$ cat src/rtl/regfile_wb_arbiter.sv
// Round-robin writeback arbiter feeding a register-file write port, combined with
// a 32-entry pending-write scoreboard that the issue stage uses to reserve destinations.
module regfile_wb_arbiter #(
    parameter int NUM_REQ = 3,
    parameter int DATA_W  = 32
) (
    input  logic                      clk,
    input  logic                      rst,
    input  logic [NUM_REQ-1:0]        req_valid,
    output logic [NUM_REQ-1:0]        req_ready,
    input  logic [5*NUM_REQ-1:0]      req_rd,
    input  logic [DATA_W*NUM_REQ-1:0] req_wdata,
    input  logic                      resv_valid,
    input  logic [4:0]                resv_rd,
    output logic                      resv_ready,
    input  logic                      flush,
    input  logic [4:0]                rs1,
    input  logic [4:0]                rs2,
    output logic                      rs1_busy,
    output logic                      rs2_busy,
    output logic [31:0]               busy_vec,
    output logic                      rf_en,
    output logic [4:0]                rf_rd,
    output logic [DATA_W-1:0]         rf_wdata
);

    localparam int PTR_W = (NUM_REQ > 1) ? $clog2(NUM_REQ) : 1;

    logic [PTR_W-1:0]  ptr;
    logic [PTR_W-1:0]  grant_idx;
    logic [PTR_W-1:0]  ptr_next;
    logic [NUM_REQ-1:0] grant;
    logic              hs;
    logic [4:0]        win_rd;
    logic [DATA_W-1:0] win_wdata;
    logic              win_write;

    logic [31:0] busy_q;
    logic [31:0] set_mask;
    logic [31:0] clr_mask;
    logic [31:0] busy_next;

    // Two passes give round-robin with wrap: indices at or above ptr first, then the rest.
    always_comb begin
        grant     = '0;
        grant_idx = '0;
        hs        = 1'b0;
        for (int i = 0; i < NUM_REQ; i++) begin
            if (!hs && req_valid[i] && (PTR_W'(i) >= ptr)) begin
                grant[i]  = 1'b1;
                grant_idx = PTR_W'(i);
                hs        = 1'b1;
            end
        end
        for (int i = 0; i < NUM_REQ; i++) begin
            if (!hs && req_valid[i]) begin
                grant[i]  = 1'b1;
                grant_idx = PTR_W'(i);
                hs        = 1'b1;
            end
        end
        if (!rst) begin
            grant = '0;
            hs    = 1'b0;
        end
    end

    assign req_ready = grant;

    always_comb begin
        win_rd    = '0;
        win_wdata = '0;
        for (int i = 0; i < NUM_REQ; i++) begin
            if (grant[i]) begin
                win_rd    = req_rd[5*i +: 5];
                win_wdata = req_wdata[DATA_W*i +: DATA_W];
            end
        end
    end

    // Writes to x0 are granted but never reach the register file.
    assign win_write = hs && (win_rd != 5'd0);

    always_comb begin
        ptr_next = ptr;
        if (hs) begin
            ptr_next = (grant_idx == PTR_W'(NUM_REQ - 1)) ? '0 : grant_idx + 1'b1;
        end
    end

    assign resv_ready = rst && resv_valid && !flush &&
                        ((resv_rd == 5'd0) || !busy_q[resv_rd]);

    // Set beats clear on the same register; flush beats both.
    always_comb begin
        set_mask = '0;
        clr_mask = '0;
        if (resv_ready && (resv_rd != 5'd0)) begin
            set_mask[resv_rd] = 1'b1;
        end
        if (win_write) begin
            clr_mask[win_rd] = 1'b1;
        end
        busy_next    = flush ? 32'd0 : ((busy_q & ~clr_mask) | set_mask);
        busy_next[0] = 1'b0;
    end

    always_ff @(posedge clk or negedge rst) begin
        if (!rst) begin
            ptr      <= '0;
            busy_q   <= '0;
            rf_en    <= 1'b0;
            rf_rd    <= '0;
            rf_wdata <= '0;
        end else begin
            ptr    <= ptr_next;
            busy_q <= busy_next;
            rf_en  <= win_write;
            if (win_write) begin
                rf_rd    <= win_rd;
                rf_wdata <= win_wdata;
            end
        end
    end

    assign busy_vec = busy_q;
    assign rs1_busy = (rs1 != 5'd0) && busy_q[rs1];
    assign rs2_busy = (rs2 != 5'd0) && busy_q[rs2];

endmodule

$ cat config.mk
export PLATFORM = sky130hd
export DESIGN_NAME = regfile_wb_arbiter
export DESIGN_NICKNAME = d
export VERILOG_FILES = /design/src/rtl/regfile_wb_arbiter.sv
export SDC_FILE = /design/constraint.sdc
export NUM_CORES = 1
export LEC_CHECK = 0
export ABC_AREA = 0
export CELL_PAD_IN_SITES_DETAIL_PLACEMENT = 0
export CELL_PAD_IN_SITES_GLOBAL_PLACEMENT = 1
export CORE_MARGIN = 1.5
export CORE_UTILIZATION = 43
export CTS_CLUSTER_DIAMETER = 60
export DETAILED_ROUTE_END_ITERATION = 7
export DONT_BUFFER_PORTS = 1
export HOLD_SLACK_MARGIN = 0.02
export PLACE_DENSITY_LB_ADDON = 0.15
export REMOVE_ABC_BUFFERS = 1
export SETUP_SLACK_MARGIN = 0.5
export SLEW_MARGIN = 40
export SYNTH_ARGS = -nofsm -noshare
export SYNTH_HDL_FRONTEND = slang
export SYNTH_SLANG_ARGS = --single-unit
$ cat constraint.sdc
create_clock -name clk -period 2.9 [get_ports clk]
set_input_delay 0.58 -clock clk [delete_from_list [all_inputs] [get_ports clk]]
set_output_delay 0.58 -clock clk [all_outputs]
set_load 0.01 [all_outputs]
# --- Yosys cells after proc, flatten, opt, wreduce, memory -nomap -nowiden ---
# Cells that the tools add are included.
# Widths: inputs -> output; s select.
word_totals:
  reg_bits: 71
  out_inout_bits: 76
op_classes:
  addsub: 1
  magnitude_cmp: 9
  eq_ne: 1
  n_mux: 38
  bitwise_logic: 3
  reduce_logical: 30
ops:
  columns: ["operator", "n"]
  rows:
  - ["$mux 32", 6]
  - ["$and 32x32->32", 1]
  - ["$not 32->32", 1]
  - ["$or 32x32->32", 1]
  - ["$lt 5x6->1 const B", 4]
  - ["$reduce_bool 5->1", 4]
  - ["$mux 1", 18]
  - ["$logic_and 1x1->1", 17]
  - ["$bmux 1 s5", 3]
  - ["$mux 5", 3]
  - ["$demux 1 s5", 2]
  - ["$ge 5x1->1 const B", 2]
  - ["$mux 2", 5]
  - ["$logic_not 1->1", 7]
  - ["$logic_not 5->1", 1]
  - ["$ge 1x2->1 const A", 2]
  - ["$mux 3", 1]
  - ["$add 2x1->2 const B", 1]
  - ["$eq 2x2->1 const B", 1]
  - ["$ge 2x2->1 const A", 1]
  - ["$logic_or 1x1->1", 1]

# --- Logic depth before layout (Yosys ltp) ---
# Gate-level depths: netlist of the first run.
logic_depth:
  depth_word: 33
  mapped_depth: 10
  mapped_depth_nobuf: 7

# --- Least setup slack after synthesis of the first run ---
# Ideal clock, no wire load.
synth_timing:
  kind: "input-to-output"
  startpoint: "in resv_rd[0]"
  endpoint: "out resv_ready"
  arrival_ns: 2.502
  t_required_ns: 2.320
  path_slack_ns: -0.182
  cell_stages: 6
  path_cell_list: "clkbuf_1 clkbuf_1 mux4_2 o21ai_0 nor3_1 nor4_1"
synth_between:
  elab_chain_len: 5
  word_cells_on_any_way: 6
synth_rtl:
  columns: ["item", "line_no", "text"]
  rows:
  - ["start, declared", "14", "input logic [4:0] resv_rd,"]
  - ["$bmux 1 s5", "92", "((resv_rd == 5'd0) || !busy_q[resv_rd]);"]
  - ["$mux 1 (not written as such)", "92", null]
  - ["$logic_not 1->1", "92", null]
  - ["$logic_or 1x1->1 (*)", "92", null]
  - ["$logic_and 1x1->1 (*)", "91", "assign resv_ready = rst && resv_valid && !flush &&"]
  - ["end, declared", "15", "output logic resv_ready,"]
# Mark *: on every way between the ends. The rest lies on a longest branch, timed or not. The select of a mux whose other input is x is not followed.

# --- Final worst setup path of the first run ---
layout_timing:
  startpoint: "reg busy_q[19] (netlist: busy_vec[19])"
  endpoint: "out resv_ready"
layout_between:
  elab_chain_len: 5
layout_rtl:
  columns: ["item", "line_no", "text"]
  rows:
  - ["start, declared", "38", "logic [31:0] busy_q;"]
  - ["start signal, assigned", "117", "busy_q <= busy_next;"]
  - ["$bmux 1 s5", "92", null]
  - ["$mux 1 (not written as such)", "92", null]
  - ["$logic_not 1->1", "92", null]
  - ["$logic_or 1x1->1", "92", null]
  - ["$logic_and 1x1->1", "91", null]
# No other way between the ends. The select of a mux whose other input is x is not followed.

==> results.toml, run 1 <==
[status]
outcome = "finished clean"

[yosys]
ys_warn_count = 0
yosysSeqAreaShare_pct = 41.10
synth_area_um2 = 4323
async_flop_share_pct = 100.0
synth_cell_types = 46
synth_edf_count = 0
synth_seq_cells = 71
synth.avg_cell_area_um2 = 10.73
synthCells = 403
yosys_most_used_dff = "dfrtp_1"
synth_area_leaders = "dfrtp_1 41%, mux4_2 13%, a222oi_1 7.4%, a21oi_1 4.4%, o211ai_1 4.2%"
yosysTopAreaCell = "dfrtp_1"
yosys.area.top_type_share_pct = 41.10

[clocking]
numCtsBuffers = 9
cts_tree = "built"
clkTransAtPathRegs_ns = 0.08
clockBufferDepth = 2
root_buffer = "clkbuf_8"
clk-insertion-delay-late_ns = 0.35
htree_num_levels = 3
cts_num_sinks = 71

[critical_path]
crit_type = "reg2out"
start_kind = "register"
crit_path_max_fanout = 5
cp-end-kind = "primary output"
cp.arrival_ns = 2.16
required_ns = 2.32

[global_routing]
grt_start_max_net_pins = 72
grt_pass1_vias = 3632
gr-usage-met2_pct = 43.78
top_usage_layer = "met2"
grt_pass1_wl_um = 20330
antenna_found_initial = 0
grt_util_met3_pct = 6.855
grt_usage_pct = 25.41
use_met1_pct = 31.58
overflow = 0

[timing]
fin_crit_ns = 2.745
report.final.slew_viol_count = 0
fin_skew_ns = 0.007033
post-route-period-util_pct = 94.64
holdWs_ns = 0.09698
timing.final.ws_setup_ns = 0.1553
fin_setup_tns_ns = 0
hold_violations = 0
rsz0062_at_grt = "true"
setup_violations = 0
fmax_mhz = 364.3

[run]
max_cap_viol_count = 0

[placement]
hpwl_um = 9933
gp_congestion = 0.8289
pre_cts_slack_ns = 0.2844
port_buffers = 0

[floorplanning]
fp.dieArea_um2 = 10660
start_util_pct = 44.23
die_h_um = 103.3
core-area_um2 = 9774
io_pins = 209
fp-row-count = 36
die_x_um = 103.3

[detailed_routing]
ant_nets = 0
routed_wl_um = 13710
routedWlPerCell_um = 25.16
vias = 3766
drt-initial-drc-count = 257
dr.pass1.iters = 7
viasPerCell = 6.910
route.detailed.drc = 0

[finish]
fillCellCount = 941
area_growth_pct = 11.98
drive_above_1_share_pct = 28.16
multi_input_area_um2 = 2414
antennaDiodeCount = 0
finish.utilization_pct = 49.53
final-seq-area_um2 = 1800
fin_nets = 540

[pwr]
pwr_density_cell_nw_per_um2 = 587.5
power_w = 0.002844
ir_worst_vdd_v = 0.0003032
leakage_nw = 1.844

[min_path]
holdCritPathClass = "in2async"
## report_power, final
group          internal, W  switching [W]
clock network     0.000452       0.000401
logic             0.000245       0.000347
registers          0.00116       0.000237
total              0.00186       0.000985
## cells in the mapped netlist, types with 5 or more instances
cell type and n:
dfrtp_1 71, a21oi_1 38, nor3_1 35, a222oi_1 32, nand2_1 29, clkbuf_1 25
mux4_2 25, o21ai_0 25, o211ai_1 24, o21ai_1 10, nand3_1 9, inv_1 8
mux2_2 8, buf_6 6, nor2b_1 6, a32o_1 5, nand2b_1 5
## final timing paths
kind                              start            to  slack [ns]  cells after the start
setup / recovery           busy_vec[19]    resv_ready        0.16                      5
hold / removal                      rst  busy_vec[30]         0.1                      1
setup reg to reg                 ptr[1]   busy_vec[6]        0.55                      9
hold reg to reg                  ptr[0]        ptr[0]        0.60                      1
max in group asynchronous           rst   busy_vec[8]        2.46                      1
min in group clk                  flush   busy_vec[6]        0.27                      1
## metal layers
metal | up-vias | part of all wire, %
li1 | 1644 | -
met2 | 208 | 51
met3 | 17 | 9.5
met1 | 1897 | 38
met5 | - | 0
met4 | 0 | 1.7
## registers in the layout, summed over array words and instances, names as in the netlist
name	count
busy_vec	31
rf_en	1
ptr	2
rf_wdata	32
rf_rd	5
## repair_timing
item	CTS	global route
endpoints found under the setup margin	60	45
hold endpoints to repair	71	0
setup buffers	8	7
hold buffers	1	0
pin swaps	3	7
resized for setup	22	16
## cell type report
cell class | instances | area share, %
Multi-Input combinational cell | 291 | 49.86
Inverter | 8 | 0.6203
Clock buffer | 11 | 3.127
Clock inverter | 5 | 1.318
Timing Repair Buffer | 26 | 4.446
Tap cell | 133 | 3.438
Sequential cell | 71 | 37.19
## cells by family (layout without fill, tap and decap cells)
logic type	Yosys count	in the layout	synth area share (%)
flops	71	71	41.10
simple gates	103	103	12.19
other cells	1	1	0.08675
compound gates	147	147	23.82
mux	40	40	18.09
buf+inv	41	50	4.718
## critical path, stage by stage (launching register included)
cell and delay (ns):
dfrtp_2 0.47, mux4_2 0.50, a221o_1 0.35, a21boi_2 0.17, nor4_2 0.16, buf_4 0.17
## per-stage QoR
stage / cells / instance area, um2
final: 545 / 4841
after global routing: 545 / 4841
after CTS: 538 / 4746
after detailed placement: 513 / 4390
after global placement: 513 / 4390
after floorplan: 370 / 4149
## placed cells by master (no fill, tap or decap), drive strengths merged
master / count
and2: 1
o31a: 1
and3: 4
a222oi: 32
nand3: 10
nand2: 30
a21o: 2
or4: 1
mux2i: 6
nand4: 2
o31ai: 1
mux2: 9
buf: 26
conb: 1
bufinv: 1
o21ai: 35
o211ai: 24
a22oi: 1
nor2b: 6
nand2b: 5
or2: 2
o311ai: 3
nor2: 4
a32o: 5
a221o: 2
nor4: 1
a21oi: 38
a21boi: 1
nor3b: 1
nor3: 35
inv: 10
clkbuf: 11
dfrtp: 71
o211a: 1
clkinvlp: 1
o2111a: 1
clkinv: 1
mux4: 25
nand3b: 1
(Power assumes the default switching activity.)
==> run 2: changes to the inputs <==
Settings changed: CORE_MARGIN 1.5 to unset.
==> results.toml, run 2 (synthesized netlist as in run 1, its figures left out) <==
[floorplanning]
fp.dieArea_um2 = 10460
io_pins = 209
fp-row-count = 36
die_x_um = 102.3
core-area_um2 = 9774
start_util_pct = 44.23
die_h_um = 102.3

[global_routing]
grt_start_max_net_pins = 72
antenna_found_initial = 0
overflow = 0
grt_pass1_wl_um = 20880
grt_usage_pct = 27.01
grt_pass1_vias = 3672

[critical_path]
start_kind = "register"
cp.arrival_ns = 2.26
ff2ff_path_depth = 7
cp-startpoint = "busy_vec[19]"
required_ns = 2.32
setup.worst_path.end = "resv_ready"
rrSetupSlack_ns = 0.57
crit_type = "reg2out"
crit_path_max_fanout = 5
cp-end-kind = "primary output"
timing.rr.end = "busy_vec[6]"
timing.rr.start = "ptr[0]"

[finish]
final_common_cell = "dfrtp_1"
most-common-layout-cells = "55 x dfrtp_1, 36 x a21oi_1, 35 x nor3_1"
fin_nets = 539
drive_above_1_share_pct = 27.49
area_growth_pct = 12.85
design_area_um2 = 4878
top_register = "rf_wdata"
largest_reg_flops = 32
finish.utilization_pct = 49.91
antennaDiodeCount = 0

[timing]
rsz0062_at_grt = "true"
report.final.slew_viol_count = 0
holdWs_ns = 0.1225
post-route-period-util_pct = 97.80
hold_violations = 0
setup_violations = 0
fin_setup_tns_ns = 0
fmax_mhz = 352.6
fin_skew_ns = 0.01097
fin_crit_ns = 2.836

[clocking]
clk-insertion-delay-late_ns = 0.34
cts_num_sinks = 71
numCtsBuffers = 9
cts_tree = "built"
clkTransAtPathRegs_ns = 0.08
root_buffer = "clkbuf_8"
htree_num_levels = 3
clockBufferDepth = 2

[detailed_routing]
drt-initial-drc-count = 358
routed_wl_um = 13860
route.detailed.drc = 0
dr.pass1.iters = 8
ant_nets = 0
viasPerCell = 6.835
routedWlPerCell_um = 25.48
vias = 3718

[pwr]
pwr-share-comb_pct = 21.2
seqPwrFrac_pct = 47.6
pwr_density_cell_nw_per_um2 = 600.7
switching_share_pct = 33.36
clkPwrFrac_pct = 31.1
ir_worst_vdd_v = 0.0004275
power.internal_w = 0.001953
leakage_nw = 1.855
power_switching_w = 0.0009775
power_w = 0.002931

[placement]
hpwl_um = 9930
port_buffers = 0
place_area_um2 = 4398
gp_congestion = 0.8042

[run]
max_cap_viol_count = 0

[status]
outcome = "finished clean"

[min_path]
holdCritPathClass = "in2async"
run 2: cell count changes in the layout (fill, tap and decap cells not counted), moves of 3 or more:
cell     change
dfrtp_2      -3
buf_4        -6
dfrtp_1      +3
buf_6        +3
run 2: what timing repair did:
action                                 in CTS  in global routing
pin swaps                                   3                  5
resized for setup                          24                 17
buffers inserted                            9                  2
cloned                                      2                  0
endpoints found under the hold margin      71                  0
hold buffers                                1                  0
setup endpoints to repair                  64                 55
run 2: power groups by stage:
stage          Sequential (W)  Combinational (W)  Clock (W)
2_1_floorplan         0.00135           0.000399          0
3_3_place_gp          0.00142           0.000529          0
3_5_place_dp          0.00142           0.000537          0
4_1_cts               0.00140           0.000600   0.000927
5_1_grt               0.00141           0.000699   0.000961
6_report              0.00140           0.000622   0.000912
run 2: worst min-delay path by stage:
stage	start	endpoint	cells after the start	slack (ns)
2_1_floorplan	rst	busy_vec[10]	0	0.28
3_3_place_gp	rst	busy_vec[18]	0	0.29
3_5_place_dp	rst	busy_vec[17]	0	0.29
4_1_cts	rst	busy_vec[5]	1	0.14
5_1_grt	rst	busy_vec[12]	1	0.14
6_report	rst	busy_vec[15]	1	0.12
run 2: routing by layer:
metal	GRT usage (%)	wire (um)	up-vias	share of wire (%)
met1	33.38	5285	1857	38
li1	-	-	1634	-
met4	8.242	182	0	1.3
met5	0	0	-	0
met3	4.993	1144	11	8.3
met2	47.91	7250	216	52
run 2: worst max-delay path, cell delays in order, from the launching register on:
cell      delay [ns]
dfrtp_2         0.46
mux4_2          0.52
a221o_1         0.34
a21boi_1        0.14
nor4_2          0.28
buf_4           0.16
run 2: area by class of cell:
| type | instances | area (um2) |
|---|---|---|
| well taps | 133 | 166.4 |
| multi-input cells | 293 | 2450 |
| clock buffers | 11 | 151.4 |
| fillers | 900 | 4896 |
| inverters | 8 | 30.03 |
| flip-flops and latches | 71 | 1797 |
| repair buffers | 23 | 203.9 |
| clock inverters | 5 | 80.08 |
run 2: per-stage QoR:
step                worst slack (ns)  cells
floorplan                    -0.4806    370
detailed placement            0.2204    514
finish                       0.06383    544
global placement              0.3208    514
global route               -0.006789    544
CTS                          0.05267    542
